`src/rtl/network_sequencer.sv`:
```
// Purpose: sequences one fully-connected layer by streaming bias and weight words
//          from flash, reading activations, driving a LANES-wide MAC and writing
//          one result per neuron.
// Ports:   clk/rst (sync, active-high); start/abort control; layer config
//          (num_inputs, num_neurons, weight_base, in_base, out_base); flash
//          req/valid/addr/data; activation read/write ports; MAC weights/inputs/
//          bias/clear/accumulate/mac_result; busy/done status.
module network_sequencer #(
  parameter int LANES   = 4,
  parameter int DATA_W  = 4,
  parameter int FADDR_W = 16,
  parameter int AADDR_W = 5,
  parameter int CNT_W   = 8
) (
  input  logic                      clk,
  input  logic                      rst,
  input  logic                      start,
  input  logic                      abort,
  input  logic [CNT_W-1:0]          num_inputs,
  input  logic [CNT_W-1:0]          num_neurons,
  input  logic [FADDR_W-1:0]        weight_base,
  input  logic [AADDR_W-1:0]        in_base,
  input  logic [AADDR_W-1:0]        out_base,
  output logic                      flash_req,
  output logic [FADDR_W-1:0]        flash_addr,
  input  logic                      flash_valid,
  input  logic [LANES*DATA_W-1:0]   flash_data,
  output logic [AADDR_W-1:0]        act_rd_addr,
  input  logic [LANES*DATA_W-1:0]   act_rd_data,
  output logic                      act_wr_en,
  output logic [AADDR_W-1:0]        act_wr_addr,
  output logic [DATA_W-1:0]         act_wr_data,
  output logic [LANES*DATA_W-1:0]   weights,
  output logic [LANES*DATA_W-1:0]   inputs,
  output logic [DATA_W-1:0]         bias,
  output logic                      clear,
  output logic                      accumulate,
  input  logic [DATA_W-1:0]         mac_result,
  output logic                      busy,
  output logic                      done
);

  // Wide enough for chunk*LANES + lane without overflow.
  localparam int IW = CNT_W + $clog2(LANES) + 1;

  typedef enum logic [2:0] {
    ST_IDLE, ST_BIAS, ST_FETCH, ST_ACCUM, ST_WRITE, ST_DONE
  } state_t;

  state_t                    state_q, state_d;
  logic [CNT_W-1:0]          n_q, n_d, k_q, k_d, chunks_q, chunks_d;
  logic [CNT_W-1:0]          ninp_q, ninp_d, nneu_q, nneu_d;
  logic [AADDR_W-1:0]        in_base_q, in_base_d, out_base_q, out_base_d;
  logic [FADDR_W-1:0]        flash_addr_q, flash_addr_d;
  logic [LANES*DATA_W-1:0]   weights_q, weights_d;
  logic [DATA_W-1:0]         bias_q, bias_d;
  logic                      bias_first_q, bias_first_d;
  logic                      wr_phase_q, wr_phase_d;
  logic                      zero_q, zero_d;

  logic [LANES-1:0]          lane_ok;
  logic [LANES*DATA_W-1:0]   w_masked, x_masked;

  // A lane carries real data only while its global input index is below
  // num_inputs; this is only ever false on the last chunk.
  always_comb begin
    lane_ok  = '0;
    w_masked = '0;
    x_masked = '0;
    for (int i = 0; i < LANES; i++) begin
      lane_ok[i] = (IW'(k_q) * IW'(LANES) + IW'(i)) < IW'(ninp_q);
      w_masked[i*DATA_W +: DATA_W] = lane_ok[i] ? weights_q[i*DATA_W +: DATA_W] : '0;
      x_masked[i*DATA_W +: DATA_W] = lane_ok[i] ? act_rd_data[i*DATA_W +: DATA_W] : '0;
    end
  end

  always_comb begin
    state_d      = state_q;
    n_d          = n_q;
    k_d          = k_q;
    chunks_d     = chunks_q;
    ninp_d       = ninp_q;
    nneu_d       = nneu_q;
    in_base_d    = in_base_q;
    out_base_d   = out_base_q;
    flash_addr_d = flash_addr_q;
    weights_d    = weights_q;
    bias_d       = bias_q;
    wr_phase_d   = 1'b0;
    zero_d       = zero_q;

    flash_req   = 1'b0;
    act_rd_addr = '0;
    act_wr_en   = 1'b0;
    act_wr_addr = '0;
    act_wr_data = '0;
    weights     = '0;
    inputs      = '0;
    clear       = 1'b0;
    accumulate  = 1'b0;
    done        = 1'b0;

    unique case (state_q)
      ST_IDLE: begin
        if (start) begin
          ninp_d       = num_inputs;
          nneu_d       = num_neurons;
          in_base_d    = in_base;
          out_base_d   = out_base;
          flash_addr_d = weight_base;
          n_d          = '0;
          k_d          = '0;
          chunks_d     = CNT_W'((IW'(num_inputs) + IW'(LANES - 1)) / IW'(LANES));
          zero_d       = (num_inputs == '0) || (num_neurons == '0);
          state_d      = ST_BIAS;
        end
      end
      ST_BIAS: begin
        // An empty layer is recognised from the captured config and leaves
        // without touching flash or activation memory.
        if (zero_q) begin
          state_d = ST_DONE;
        end else begin
          flash_req   = 1'b1;
          clear       = bias_first_q;
          act_rd_addr = in_base_q + AADDR_W'(k_q);
          if (flash_valid) begin
            bias_d       = flash_data[DATA_W-1:0];
            flash_addr_d = flash_addr_q + FADDR_W'(1);
            state_d      = ST_FETCH;
          end
        end
      end
      ST_FETCH: begin
        flash_req   = 1'b1;
        act_rd_addr = in_base_q + AADDR_W'(k_q);
        if (flash_valid) begin
          weights_d    = flash_data;
          flash_addr_d = flash_addr_q + FADDR_W'(1);
          state_d      = ST_ACCUM;
        end
      end
      ST_ACCUM: begin
        accumulate = 1'b1;
        weights    = w_masked;
        inputs     = x_masked;
        k_d        = k_q + CNT_W'(1);
        state_d    = (k_q == chunks_q - CNT_W'(1)) ? ST_WRITE : ST_FETCH;
      end
      ST_WRITE: begin
        // First cycle waits for the MAC pipeline; second cycle commits.
        if (!wr_phase_q) begin
          wr_phase_d = 1'b1;
        end else begin
          act_wr_en   = 1'b1;
          act_wr_addr = out_base_q + AADDR_W'(n_q);
          act_wr_data = mac_result;
          n_d         = n_q + CNT_W'(1);
          k_d         = '0;
          state_d     = (n_q == nneu_q - CNT_W'(1)) ? ST_DONE : ST_BIAS;
        end
      end
      ST_DONE: begin
        done    = 1'b1;
        state_d = ST_IDLE;
      end
      default: state_d = ST_IDLE;
    endcase

    // Abort wins over everything, including a flash word arriving this cycle.
    if (abort && (state_q != ST_IDLE)) begin
      state_d      = ST_IDLE;
      n_d          = n_q;
      k_d          = k_q;
      flash_addr_d = flash_addr_q;
      weights_d    = weights_q;
      bias_d       = bias_q;
      wr_phase_d   = 1'b0;
      flash_req    = 1'b0;
      act_rd_addr  = '0;
      act_wr_en    = 1'b0;
      act_wr_addr  = '0;
      act_wr_data  = '0;
      weights      = '0;
      inputs       = '0;
      accumulate   = 1'b0;
      done         = 1'b0;
      clear        = 1'b1;
    end

    bias_first_d = (state_d == ST_BIAS) && (state_q != ST_BIAS);
  end

  assign flash_addr = flash_addr_q;
  assign bias       = bias_q;
  assign busy       = (state_q != ST_IDLE);

  always_ff @(posedge clk) begin
    if (rst) begin
      state_q      <= ST_IDLE;
      n_q          <= '0;
      k_q          <= '0;
      chunks_q     <= '0;
      ninp_q       <= '0;
      nneu_q       <= '0;
      in_base_q    <= '0;
      out_base_q   <= '0;
      flash_addr_q <= '0;
      weights_q    <= '0;
      bias_q       <= '0;
      bias_first_q <= 1'b0;
      wr_phase_q   <= 1'b0;
      zero_q       <= 1'b0;
    end else begin
      state_q      <= state_d;
      n_q          <= n_d;
      k_q          <= k_d;
      chunks_q     <= chunks_d;
      ninp_q       <= ninp_d;
      nneu_q       <= nneu_d;
      in_base_q    <= in_base_d;
      out_base_q   <= out_base_d;
      flash_addr_q <= flash_addr_d;
      weights_q    <= weights_d;
      bias_q       <= bias_d;
      bias_first_q <= bias_first_d;
      wr_phase_q   <= wr_phase_d;
      zero_q       <= zero_d;
    end
  end

endmodule

```
`config.mk`:
```
export PLATFORM = sky130hd
export DESIGN_NAME = network_sequencer
export DESIGN_NICKNAME = d
export VERILOG_FILES = /design/src/rtl/network_sequencer.sv
export SDC_FILE = /design/constraint.sdc
export NUM_CORES = 1
export LEC_CHECK = 0
export ABC_AREA = 0
export CAP_MARGIN = 0
export CORE_MARGIN = 1.5
export CORE_UTILIZATION = 50
export DETAILED_ROUTE_END_ITERATION = 16
export PLACE_DENSITY = 0.89
export SLEW_MARGIN = 20
export SYNTH_ARGS = -nofsm -noshare
export SYNTH_HDL_FRONTEND = slang
export SYNTH_SLANG_ARGS = --single-unit
```
`constraint.sdc`:
```
create_clock -name clk -period 4.5 [get_ports clk]
set_input_delay 0.9 -clock clk [delete_from_list [all_inputs] [get_ports clk]]
set_output_delay 0.9 -clock clk [all_outputs]
set_load 0.005 [all_outputs]
```
==> results of run 1 <==
## flip-flops by register name, indices dropped and copies added, names as in the netlist
signal and cells:
weights_q 16, bias 4, bias_first_q 1, nneu_q 8, n_q 8, out_base_q 5
ninp_q 8, state_q 3, k_q 8, wr_phase_q 1, chunks_q 7, in_base_q 5
zero_q 1, flash_addr 16
## through the flow
stage | cells | util | setup slack [ps] | cell area, um^2 | hold WS, ps
2_1_floorplan | 704 | - | 1410 | 5370 | 432
3_3_place_gp | 960 | 0.671 | 324 | 6960 | 444
3_5_place_dp | 960 | 0.671 | 269 | 6960 | 447
4_1_cts | 976 | 0.688 | 207 | 7140 | 461
5_1_grt | 976 | 0.689 | 55.3 | 7140 | 484
6_report | 976 | 0.689 | 284 | 7140 | 458
## worst min-delay path by stage
stage | to | depth (start not counted) | slack (ps) | startpoint
2_1_floorplan | weights_q[0] | 2 | 430 | weights_q[0]
3_3_place_gp | weights_q[9] | 2 | 440 | weights_q[9]
3_5_place_dp | weights_q[11] | 2 | 450 | weights_q[11]
4_1_cts | weights_q[11] | 2 | 460 | weights_q[11]
5_1_grt | weights_q[7] | 2 | 480 | weights_q[7]
6_report | weights_q[11] | 2 | 460 | weights_q[11]
## cell usage in the layout, fill, tap and decap left out, types with 5 or more instances in the layout
| cell type | n |
|---|---|
| nor4_1 | 5 |
| nand2_1 | 131 |
| and3_1 | 13 |
| nor2b_1 | 8 |
| dfxtp_1 | 90 |
| inv_1 | 19 |
| clkbuf_8 | 11 |
| a21oi_1 | 72 |
| nand4_1 | 10 |
| nand3b_1 | 6 |
| and4_1 | 5 |
| nand3_1 | 14 |
| buf_4 | 5 |
| nor3b_1 | 6 |
| and2_1 | 42 |
| a211oi_1 | 15 |
| nor3_1 | 8 |
| o21ai_0 | 21 |
| mux2i_1 | 5 |
| clkdlybuf4s50_1 | 153 |
| nor2_1 | 57 |
| xor2_1 | 22 |
| a21o_1 | 12 |
| xnor2_1 | 21 |
| ha_1 | 20 |
| nand2b_1 | 9 |
## what timing repair did
item / CTS / global route
hold endpoints to repair: 0 / 0
resized for setup: 0 / 1
endpoints found under the setup margin: 0 / 1
## layer usage
| layer | wire [um] | vias up |
|---|---|---|
| met2 | 7270 | 222 |
| met5 | 0 | - |
| met4 | 225 | 0 |
| li1 | - | 2681 |
| met1 | 5980 | 2517 |
| met3 | 1140 | 21 |
## cell families (layout without fill, tap and decap cells)
logic type	after synthesis	count (layout)	share of synthesized area
buffers and inverters	59	195	0.0443
AOI/OAI and AO/OA	158	158	0.186
adders and majority gates	23	23	0.0559
and+or+nand+nor	325	325	0.295
xor gates and xnor gates	43	43	0.0701
DFF	91	91	0.339
muxes	5	5	0.00932
## tightest hold or removal path, cell delays in order, from the launching register on
cell and delay [ps]:
dfxtp_1 320, nand2_1 50, a21oi_1 50
## final cells by class
class / instances / area, um^2
clock inverter: 3 / 22.5
tap: 136 / 170
inverter: 20 / 75.1
timing repair buffer: 159 / 1570
multi-input combinational: 554 / 3320
clock buffer: 13 / 159
sequential: 91 / 1820
fill: 809 / 3230
## report_power, final
part	internal, mW	switching, mW	leakage, nW	total [mW]
combinational	0.238	0.235	1.94	0.472
clock	0.232	0.292	0.0819	0.523
sequential	0.858	0.0647	0.743	0.922
total	1.33	0.591	2.76	1.92
==> impl_metrics.csv, run 1 <==
group,metric,value,unit
routing,drc,0,
grt,grt_max_degree,43,
grt,use_met2,0.443,
floorplanning,core,10400,um^2
floorplanning,dieArea,11400,um^2
clock_network,path_clk_slew,90,ps
logic_synthesis,synth_fp_nets,809,
critical_path,worstSetupPathDepth,7,
logic_synthesis,async_flop_share,0,
critical_path,end_kind,"output pin",
clock_network,cts_sinks,91,
final_layout,antenna_cells,0,
logic_synthesis,netlist_area,5370,um^2
grt,gr-usage-met1,0.318,
critical_path,crit_type,"in -> out",
logic_synthesis,synth-edff-count,0,
floorplanning,fp.dieH,107,um
critical_path,cp_common_cell,"clkdlybuf4s50_1",
place,place_congestion,0.895,
final_layout,area_delta_synth_final,33.0,%
critical_path,crit_end,"inputs[13]",
critical_path,cp_top_family,"buffers and inverters",
clock_network,cts_made_buffers,9,
critical_path,cp_slowest_stage_delay,510,ps
grt,grt_util_all_layers,0.259,
clock_network,post_cts_buffers,0,
grt,grt_pass1_wl,24.1,mm
clock_network,clock_latency,370,ps
status,status,"finished clean",
final_layout,drive_above_1_share,0.0369,
routing,vias_per_cell,5.57,
floorplanning,die_x,107,um
clock_network,cts_tree,"yes",
logic_synthesis,yosysTopAreaCellShare,0.339,
critical_path,path_cells,"clkdlybuf4s50_1, nor2b_1, nand2_1, a2111oi_2, o31a_1, and2_1, clkdlybuf4s50_1",
routing,finalWirelength,14.6,mm
logic_synthesis,ys_top_cells_by_count,"nand2_1, dfxtp_1, a21oi_1",
critical_path,r2r_slack,1860,ps
critical_path,reg2reg_to,"flash_addr[6]",
logic_synthesis,synth_seq_cells,91,
routing,wire_per_inst,15.0,um
place,hpwl,10.9,mm
sta,fmaxAchievable,0.237,GHz
clock_network,clk_path_buf_depth,2,
logic_synthesis,syn_area_per_cell,7.63,um^2
sta,setup_viol,0,
clock_network,cts-root-buf,"clkbuf_8",
min_path,hold_class,"reg -> reg",
logic_synthesis,synth_top_area_cell,"dfxtp_1",
grt,grt_pass1_vias,5224,
grt,antenna_found_initial,0,
sta,slew_headroom,0.352,
routing,final_antenna_net_count,0,
power,total_power,1.92,mW
floorplanning,start_util,0.518,
logic_synthesis,syn-instance-count,704,
power,p_per_area,269,nW/um^2
sta,tns,0,ps
critical_path,setup.worst_path.start_class,"input pin",
logic_synthesis,synthFlopType,"dfxtp_1",
logic_synthesis,synth-seq-area-share,0.339,
clock_network,htree_levels,3,
sta,fin_crit_sh,0.937,
sta,slew_viol_final,0,
routing,dr.pass1.iters,5,
sta,rsz0062_at_grt,"no",
critical_path,crit_fanout,8,
place,portBuffers,154,
final_layout,nets,940,
critical_path,crit-reg2reg-launch,"state_q[2]",
critical_path,reg2reg_depth,6,
floorplanning,std_cell_rows,37,
logic_synthesis,synth.most_common_cell,"nand2_1",
critical_path,cp.arrival,3320,ps
clock_network,holdBufCountCts,0,
critical_path,critPathLaunch,"abort",
logic_synthesis,synth-warning-count,0,
critical_path,worst-path-buf-inv,2,
routing,vias,5441,
flow_run,maxCapViolations,0,
power,ir_drop,0.000189,V
floorplanning,io-pin-count,155,
routing,drt-initial-drc-count,304,
logic_synthesis,synth_area_leaders,"dfxtp_1, nand2_1, a21oi_1",
sta,hold_viol_final,0,
sta,fin_crit,4220,ps
critical_path,cp_slowest_cell,"a2111oi_2",
critical_path,crit_required,3600,ps
grt,met3_usage,0.0657,
power,leakagePower,2.76,nW
sta,worst_pin_slew,969,ps
grt,grt_remaining_overflow,0,
sta,finalClockSkew,10.7,ps
logic_synthesis,synth_cell_type_count,59,
grt,grt.busiest_layer,"met2",
(Power assumes the default switching activity.)
==> inputs of run 2 (changes only) <==
- HOLD_SLACK_MARGIN: unset -> 0.05
==> results of run 2 <==
The final DEF is identical to that of run 1; final timing and power are the same.
